$ cat src/rtl/typePack.sv
// ============================================================================
// Module  : typePack
// Purpose : Shared fetch-path types and constants.
// Revision: 1.0
// ============================================================================
`default_nettype none

package typePack;

    localparam int XLEN = 32;

    typedef logic [XLEN-1:0] instruction_t;

    // addi x0,x0,0
    localparam instruction_t INST_NOP = 32'h0000_0013;

    typedef struct packed {
        logic [XLEN-1:0] pc;
        instruction_t    inst;
    } fetch_entry_t;

endpackage

`default_nettype wire

$ cat src/rtl/fetch_fifo.sv
// ============================================================================
// Module  : fetch_fifo
// Purpose : Power-of-two synchronous FIFO with flush and occupancy count.
// Revision: 1.0
// ============================================================================
`default_nettype none

module fetch_fifo #(
    parameter int WIDTH = 32,
    parameter int DEPTH = 2
) (
    input  logic                     clk,
    input  logic                     rst_n,
    input  logic                     flush,
    input  logic                     push,
    input  logic [WIDTH-1:0]         push_data,
    input  logic                     pop,
    output logic [WIDTH-1:0]         head,
    output logic [$clog2(DEPTH):0]   count
);

    localparam int AW = $clog2(DEPTH);
    localparam int CW = AW + 1;
    localparam logic [AW-1:0] PTR_ONE = 1;

    logic [WIDTH-1:0] mem [DEPTH];
    logic [AW-1:0]    wr_ptr;
    logic [AW-1:0]    rd_ptr;

    // Storage needs no reset: count gates every read of it.
    always_ff @(posedge clk) begin
        if (push && !flush) begin
            mem[wr_ptr] <= push_data;
        end
    end

    always_ff @(posedge clk or negedge rst_n) begin
        if (!rst_n) begin
            wr_ptr <= '0;
            rd_ptr <= '0;
            count  <= '0;
        end else if (flush) begin
            wr_ptr <= '0;
            rd_ptr <= '0;
            count  <= '0;
        end else begin
            if (push) begin
                wr_ptr <= wr_ptr + PTR_ONE;
            end
            if (pop) begin
                rd_ptr <= rd_ptr + PTR_ONE;
            end
            count <= count + CW'(push) - CW'(pop);
        end
    end

    assign head = mem[rd_ptr];

endmodule

`default_nettype wire

$ cat src/rtl/inst_fetch.sv
// ============================================================================
// Module  : inst_fetch
// Purpose : Fetch PC owner, credit-limited memory reads, in-order buffer.
// Revision: 1.0
// ============================================================================
`default_nettype none

module inst_fetch
    import typePack::*;
#(
    parameter int          DEPTH    = 2,
    parameter logic [31:0] RESET_PC = 32'h0000_0000
) (
    input  logic         CLOCK,
    input  logic         RESET_N,
    input  logic         REDIRECT,
    input  logic [31:0]  REDIRECT_PC,
    output instruction_t INST,
    output logic [31:0]  INST_PC,
    output logic         INST_VALID,
    input  logic         INST_READY,
    output logic         MEM_REQ,
    output logic [31:0]  MEM_ADDR,
    input  logic         MEM_GNT,
    input  logic         MEM_RVALID,
    input  logic [31:0]  MEM_RDATA
);

    localparam int CW = $clog2(DEPTH) + 1;

    logic [31:0]   fetch_pc;
    logic          running;
    logic [CW-1:0] outstanding;
    logic [CW-1:0] outstanding_next;
    logic [CW-1:0] discard;
    logic [CW-1:0] count;
    logic [CW:0]   in_use;
    logic [31:0]   resp_pc;
    logic          grant;
    logic          resp;
    logic          push;
    logic          pop;
    fetch_entry_t  push_entry;
    fetch_entry_t  head_entry;
    logic          unused_pc_bits;

    assign unused_pc_bits = ^REDIRECT_PC[1:0];

    // Discarded in-flight reads still hold credit until they return.
    assign in_use   = {1'b0, outstanding} + {1'b0, count};
    assign MEM_REQ  = running && (in_use < (CW+1)'(DEPTH));
    assign MEM_ADDR = fetch_pc;

    assign grant = MEM_REQ && MEM_GNT;
    assign resp  = MEM_RVALID && (outstanding != '0);
    assign push  = resp && (discard == '0);
    assign pop   = INST_VALID && INST_READY;

    assign outstanding_next = outstanding + CW'(grant) - CW'(resp);

    always_comb begin
        push_entry      = '0;
        push_entry.pc   = resp_pc;
        push_entry.inst = MEM_RDATA;
    end

    // The tag queue's occupancy is the outstanding-read count.
    fetch_fifo #(
        .WIDTH (32),
        .DEPTH (DEPTH)
    ) u_tag_q (
        .clk       (CLOCK),
        .rst_n     (RESET_N),
        .flush     (1'b0),
        .push      (grant),
        .push_data (fetch_pc),
        .pop       (resp),
        .head      (resp_pc),
        .count     (outstanding)
    );

    fetch_fifo #(
        .WIDTH ($bits(fetch_entry_t)),
        .DEPTH (DEPTH)
    ) u_inst_buf (
        .clk       (CLOCK),
        .rst_n     (RESET_N),
        .flush     (REDIRECT),
        .push      (push),
        .push_data (push_entry),
        .pop       (pop),
        .head      (head_entry),
        .count     (count)
    );

    always_ff @(posedge CLOCK or negedge RESET_N) begin
        if (!RESET_N) begin
            fetch_pc <= RESET_PC;
            running  <= 1'b0;
            discard  <= '0;
        end else begin
            running <= 1'b1;
            if (REDIRECT) begin
                fetch_pc <= {REDIRECT_PC[31:2], 2'b00};
            end else if (grant) begin
                fetch_pc <= fetch_pc + 32'd4;
            end
            if (REDIRECT) begin
                discard <= outstanding_next;
            end else if (resp && (discard != '0)) begin
                discard <= discard - CW'(1);
            end
        end
    end

    assign INST_VALID = (count != '0);
    assign INST       = INST_VALID ? head_entry.inst : INST_NOP;
    assign INST_PC    = INST_VALID ? head_entry.pc   : 32'h0;

endmodule

`default_nettype wire

$ cat config.mk
export PLATFORM = sky130hd
export DESIGN_NAME = inst_fetch
export DESIGN_NICKNAME = d
export VERILOG_FILES = /design/src/rtl/typePack.sv /design/src/rtl/fetch_fifo.sv /design/src/rtl/inst_fetch.sv
export SDC_FILE = /design/constraint.sdc
export NUM_CORES = 1
export LEC_CHECK = 0
export BUFFER_PORTS_ARGS = -buffer_cell sky130_fd_sc_hd__buf_4
export CORE_ASPECT_RATIO = 0.7
export CORE_MARGIN = 5
export CORE_UTILIZATION = 40
export CTS_BUF_LIST = sky130_fd_sc_hd__clkbuf_8
export CTS_CLUSTER_DIAMETER = 200
export DETAILED_ROUTE_END_ITERATION = 8
export GPL_TIMING_DRIVEN = 1
export SYNTH_ARGS = -nofsm -noshare
export SYNTH_HDL_FRONTEND = slang
export SYNTH_SLANG_ARGS = --single-unit
$ cat constraint.sdc
create_clock -name CLOCK -period 6.43 [get_ports CLOCK]
set_input_delay 0 -clock CLOCK [delete_from_list [all_inputs] [get_ports CLOCK]]
set_output_delay 0 -clock CLOCK [all_outputs]
set_load 0.01 [all_outputs]
[After elaboration in Yosys (flattened, before gate mapping)]
Memory sizes are Yosys's and may differ from the RTL's.
Cells that the tools add are included.
Word-level totals
  register bits after elaboration: 43
  RAM bits: 192
  memories: 2
Cells by class
  add/sub/neg operators: 11
  order comparisons: 1
  multiplexer cells: 15
  reductions and logical operators: 16
Memory list
  u_inst_buf.mem: depth 2, bits a word 64, rd ports 1, clocked after Yosys merged registers in 0, wr ports 1, RTL line fetch_fifo.sv:26  | logic [WIDTH-1:0] mem [DEPTH];
  u_tag_q.mem: depth 2, bits a word 32, rd ports 1, clocked after Yosys merged registers in 0, wr ports 1, RTL line fetch_fifo.sv:26
Operator list (count)
  $mux 32: 4
  $add 32x3->32 const B: 1
  $reduce_bool 2->1: 7
  $mux 1: 8
  $logic_and 1x1->1: 7
  $mux 2: 3
  $add 1x1->1 const B: 4
  $add 2x1->2: 2
  $sub 2x1->2: 2
  $add 2x2->3: 1
  $lt 3x2->1 const B: 1
  $logic_not 2->1: 1
  $sub 2x1->2 const B: 1
  $logic_not 1->1: 1

[Depth between registers and ports, before layout]
  word-level depth: 7
  mapped depth: 10
  mapped depth without buffers: 9

[By module]
Synthesis repeated with hierarchy kept, for this count alone.
Second synthesis, totals
  cells, all modules: 633
  area, all modules: 10167.3 µm²
Modules (own cells, without submodules)
  fetch_fifo at u_inst_buf: times used 1, cells an instance 216, area an instance 5027.3 µm², sequential area each 3943.8 µm²
  fetch_fifo at u_tag_q: times used 1, cells an instance 117, area an instance 2665.1 µm², sequential area each 2021.9 µm²
  inst_fetch: times used 1, cells an instance 300, area an instance 2474.9 µm², sequential area each 825.8 µm²

[Worst setup path before layout]
No wires, ideal clock.
  kind: reg-to-reg
  from: reg u_tag_q.count[1]
  to: mem u_inst_buf.mem[0][0] (netlist bit), enable pin
  library setup time: 0.559 ns
  arrival: 4.935 ns
  path slack: 0.937 ns
  stages on the path, launching flop included: 5
  path buffers: 0
  cell sequence: dfrtp_1 o21ai_0 inv_1 nand2_1 nor3_1
On the way
  word-level cells in the longest chain between the ends: 6
RTL lines
  from (decl): RTL line fetch_fifo.sv:19  | output logic [$clog2(DEPTH):0] count
  from (signal assigned): RTL line fetch_fifo.sv:53  | count <= count + CW'(push) - CW'(pop);
  $reduce_bool 2->1: RTL line inst_fetch.sv:55  | assign resp = MEM_RVALID && (outstanding != '0);
  $logic_and 1x1->1: RTL line inst_fetch.sv:55
  via resp: RTL line inst_fetch.sv:40  | logic resp;
  $logic_and 1x1->1: RTL line inst_fetch.sv:56  | assign push = resp && (discard == '0);
  $logic_and 1x1->1: RTL line fetch_fifo.sv:32  | if (push && !flush) begin
  $mux 1: RTL line fetch_fifo.sv:32
  $mux 1 (implied by the code): RTL line fetch_fifo.sv:33  | mem[wr_ptr] <= push_data;
  to (decl): RTL line fetch_fifo.sv:26
The timed path passes the listed nets, and every way through them passes these cells.

[Worst setup path in the final report]
  from: reg u_inst_buf.count[0]
  to: reg fetch_pc[10] (netlist: MEM_ADDR[10])
On the way
  word-level cells in the longest chain between the ends: 5
RTL lines
  from (decl): RTL line fetch_fifo.sv:19
  from (signal assigned): RTL line fetch_fifo.sv:53
  $add 2x2->3: RTL line inst_fetch.sv:50  | assign in_use = {1'b0, outstanding} + {1'b0, count};
  $lt 3x2->1: RTL line inst_fetch.sv:51  | assign MEM_REQ = running && (in_use < (CW+1)'(DEPTH));
  $logic_and 1x1->1: RTL line inst_fetch.sv:51
  $logic_and 1x1->1: RTL line inst_fetch.sv:54  | assign grant = MEM_REQ && MEM_GNT;
  $reduce_bool 2->1 (no source line)
  to (signal assigned): RTL line inst_fetch.sv:104  | fetch_pc <= {REDIRECT_PC[31:2], 2'b00};
  to (signal assigned): RTL line inst_fetch.sv:106  | fetch_pc <= fetch_pc + 32'd4;
  to (decl): RTL line inst_fetch.sv:31  | logic [31:0] fetch_pc;
No other way between the ends.
A chain may end at the register's enable or synchronous reset.

==> impl_metrics.env <==
export IMPL_synth_main_ff_cell="edfxtp_1"
export IMPL_synth_top_area_share_pct=60.3
export IMPL_area_growth_pct=33.3
export IMPL_r2r_worst_path_cells=8
export IMPL_ioPinCount=168
export IMPL_synth_area_um2=9160
export IMPL_fmax_ghz=0.322
export IMPL_critPathCapture="MEM_ADDR[10]"
export IMPL_yosysTopAreaCell="edfxtp_1"
export IMPL_synth_compound_area_share_pct=3.41
export IMPL_synthSimpleGateAreaFrac_pct=8.99
export IMPL_synth_fa_ha_area_share_pct=1.04
export IMPL_cp_end_kind="flop"
export IMPL_hpwl_mm=13.4
export IMPL_regToRegEndpoint="MEM_ADDR[10]"
export IMPL_synth_most_common_cell="edfxtp_1"
export IMPL_hold_worst_slack_ps=16.7
export IMPL_critPathLaunch="u_inst_buf.count[0]"
export IMPL_ff_latch_area_um2=6560
export IMPL_min_period_ps=3110
export IMPL_gr_total_overflow=0
export IMPL_start_util_pct=40.5
export IMPL_detail_route_vias_per_cell=4.96
export IMPL_synthTopCellsByArea="edfxtp_1 60%, dfrtp_1 11%, mux2i_1 6.9%"
export IMPL_path_depth=8
export IMPL_r2r_setup_slack_ps=3320
export IMPL_synthTopCellsByCount="184 x edfxtp_1, 84 x nor2_1, 63 x mux2i_1, 41 x dfrtp_1, 32 x mux2_2"
export IMPL_cap_violations=0
export IMPL_die_w_um=191
export IMPL_drtAntennaViolNets=0
export IMPL_htreeDepth=2
export IMPL_hold_class="in -> async"
export IMPL_clk_transition_reported_paths_ps=60
export IMPL_p_clk_share_pct=24.4
export IMPL_antenna_found_initial=0
export IMPL_place_gp_congestion=0.790
export IMPL_fillCellCount=1881
export IMPL_worstPathRequired_ps=6830
export IMPL_syn_area_per_cell_um2=14.8
export IMPL_grt_pass1_wl_mm=33.3
export IMPL_drt_iter0_drc=396
export IMPL_wl_per_cell_um=17.8
export IMPL_final_cells=1222
export IMPL_clk_latency_ps=510
export IMPL_crit_buf_inv=2
export IMPL_dp_cells=1070
export IMPL_cts_tree="built"
export IMPL_grt_pass1_vias=6279
export IMPL_p_comb_share_pct=31.0
export IMPL_slew_headroom_pct=22.0
export IMPL_rows=46
export IMPL_antennaDiodeCount=0
export IMPL_crit_slowest_cell="or4b_1"
export IMPL_cts_made_buffers=36
export IMPL_cp_max_fo=7
export IMPL_period_share_pct=48.3
export IMPL_syn_inst=621
export IMPL_cts_setup_buffers=0
export IMPL_irDropWorstVdd_uv=166
export IMPL_yosysWarnings=0
export IMPL_vias=6056
export IMPL_drt_wl_total_mm=21.7
export IMPL_drc=0
export IMPL_powerDensity_nw_per_um2=369
export IMPL_tns_ps=0
export IMPL_regToRegStartpoint="u_inst_buf.count[0]"
export IMPL_outcome="finished, final reports clean"
export IMPL_path_cells="inv_1 > nor2_1 > fa_1 > nand4bb_1 > or4b_1 > xnor2_1 > o21ai_0 > dlygate4sd3_1"
export IMPL_crit_type="reg -> reg"
export IMPL_p_total_mw=4.51
export IMPL_intPower_mw=3.06
export IMPL_finClkSkew_ps=10.8
export IMPL_core_area_um2=22600
export IMPL_clockRootBuffer="clkbuf_8"
export IMPL_synth_distinct_cells=35
export IMPL_hold_viol=0
export IMPL_cp_top_family="simple AND/OR/NAND/NOR gates"
export IMPL_synthXorXnorAreaFrac_pct=1.82
export IMPL_clk_path_buf_depth=3
export IMPL_p_sw_share_pct=32.2
export IMPL_multi_input_area_um2=2420
export IMPL_yosys_register_bits=225
export IMPL_final_util_pct=54.0
export IMPL_drive_above_1_share_pct=28.0
export IMPL_fin_area_um2=12200
export IMPL_async_flop_share_pct=18.2
export IMPL_synth_edff_count=184
export IMPL_critPathArrivalTime_ps=3510
export IMPL_slowest_delay_ps=720
export IMPL_grt_start_max_net_pins=64
export IMPL_finalMaxSlewViolations=0
export IMPL_switching_power_mw=1.45
export IMPL_synth_area_mux_share_pct=10.8
export IMPL_firstDrtPassIters=4
export IMPL_tightest_slew_ps=1170
export IMPL_track_usage_pct=16.3
export IMPL_dieArea_um2=26100
export IMPL_p_leak_nw=4.54
export IMPL_nets=960
export IMPL_io_buffer_count=161
export IMPL_pre_cts_slack_ps=3460
export IMPL_synth_top_family_by_area="multiplexers"
export IMPL_cts_sinks=225
export IMPL_rsz0062_at_grt="no"
export IMPL_p_seq_share_pct=44.6
export IMPL_setup_ws_ps=3320
export IMPL_setup_viol=0
export IMPL_cp_start_kind="flop"
export IMPL_die_h_um=137
export IMPL_place_area_um2=10700
export IMPL_ys_seq_area_share_pct=71.5
## logic make-up (layout without fill, tap and decap cells)
group,Yosys count,after routing
flops,225,225
buf+inv,52,338
other cells,2,5
fa+ha+maj,7,7
xor+xnor,19,19
compound gates,50,50
mux,95,95
simple gates,171,171
## worst min-delay path by stage
| stage | startpoint | endpoint | slack [ps] | cells past startpoint |
|---|---|---|---|---|
| finish | RESET_N | MEM_ADDR[5] | 20 | 2 |
| global placement | RESET_N | MEM_ADDR[15] | 20 | 1 |
| CTS | RESET_N | MEM_ADDR[17] | 6 | 2 |
| detailed placement | RESET_N | MEM_ADDR[17] | 30 | 1 |
| floorplan | RESET_N | MEM_ADDR[10] | -300 | 0 |
| global route | MEM_GNT | u_tag_q.wr_ptr | 40 | 3 |
## layout by cell type, fill, tap and decap left out, types with 26 or more instances in the layout
master,n
nand2_1,26
clkbuf_8,39
inv_1,29
buf_4,168
dlygate4sd3_1,87
nor2_1,82
mux2i_1,63
mux2_2,32
dfrtp_1,40
edfxtp_1,184
## timing repair
action	in CTS	in global routing
resized for setup	0	0
hold buffers	87	0
setup endpoints to repair	0	0
hold endpoints to repair	142	0
## power by group through the flow
stage	clock network (mW)	registers, mW	logic (mW)
global route	1.20	2.04	1.52
finish	1.10	2.01	1.40
detailed placement	0	2.05	1.36
CTS	1.13	2.02	1.41
global placement	0	2.03	1.33
floorplan	0	1.93	0.826
## sequential cells by signal, indices dropped and copies added, names as in the netlist
| name | count |
|---|---|
| u_inst_buf.rd_ptr | 1 |
| u_inst_buf.wr_ptr | 1 |
| u_tag_q.wr_ptr | 1 |
| u_tag_q.mem | 60 |
| MEM_ADDR | 30 |
| u_inst_buf.mem | 124 |
| u_tag_q.count | 2 |
| u_inst_buf.count | 2 |
| discard | 2 |
| running | 1 |
| u_tag_q.rd_ptr | 1 |
## metal layers
layer	global-route usage, %	up-vias	wire, um	share of wire, %
li1	-	2834	-	-
met1	22.5	2964	9960	46
met2	25.7	220	9810	45
met3	3.90	38	1560	7.2
met5	0	-	0	0
met4	5.06	0	370	1.7
## worst reg2reg max path, cell delays in order (launching register included)
cell	delay (ps)
dfrtp_1	390
inv_1	90
nor2_1	130
fa_1	450
nand4bb_1	410
or4b_1	720
xnor2_1	170
o21ai_0	80
dlygate4sd3_1	560
## final cells by class
cell class                 instances  share of cell area [%]
clock inverter                    26                   0.901
timing repair buffer             255                    17.5
sequential                       225                    53.7
tap                              312                    3.20
inverter                          18                   0.553
clock buffer                      39                    4.39
multi-input combinational        347                    19.8
(Power assumes the default switching activity.)
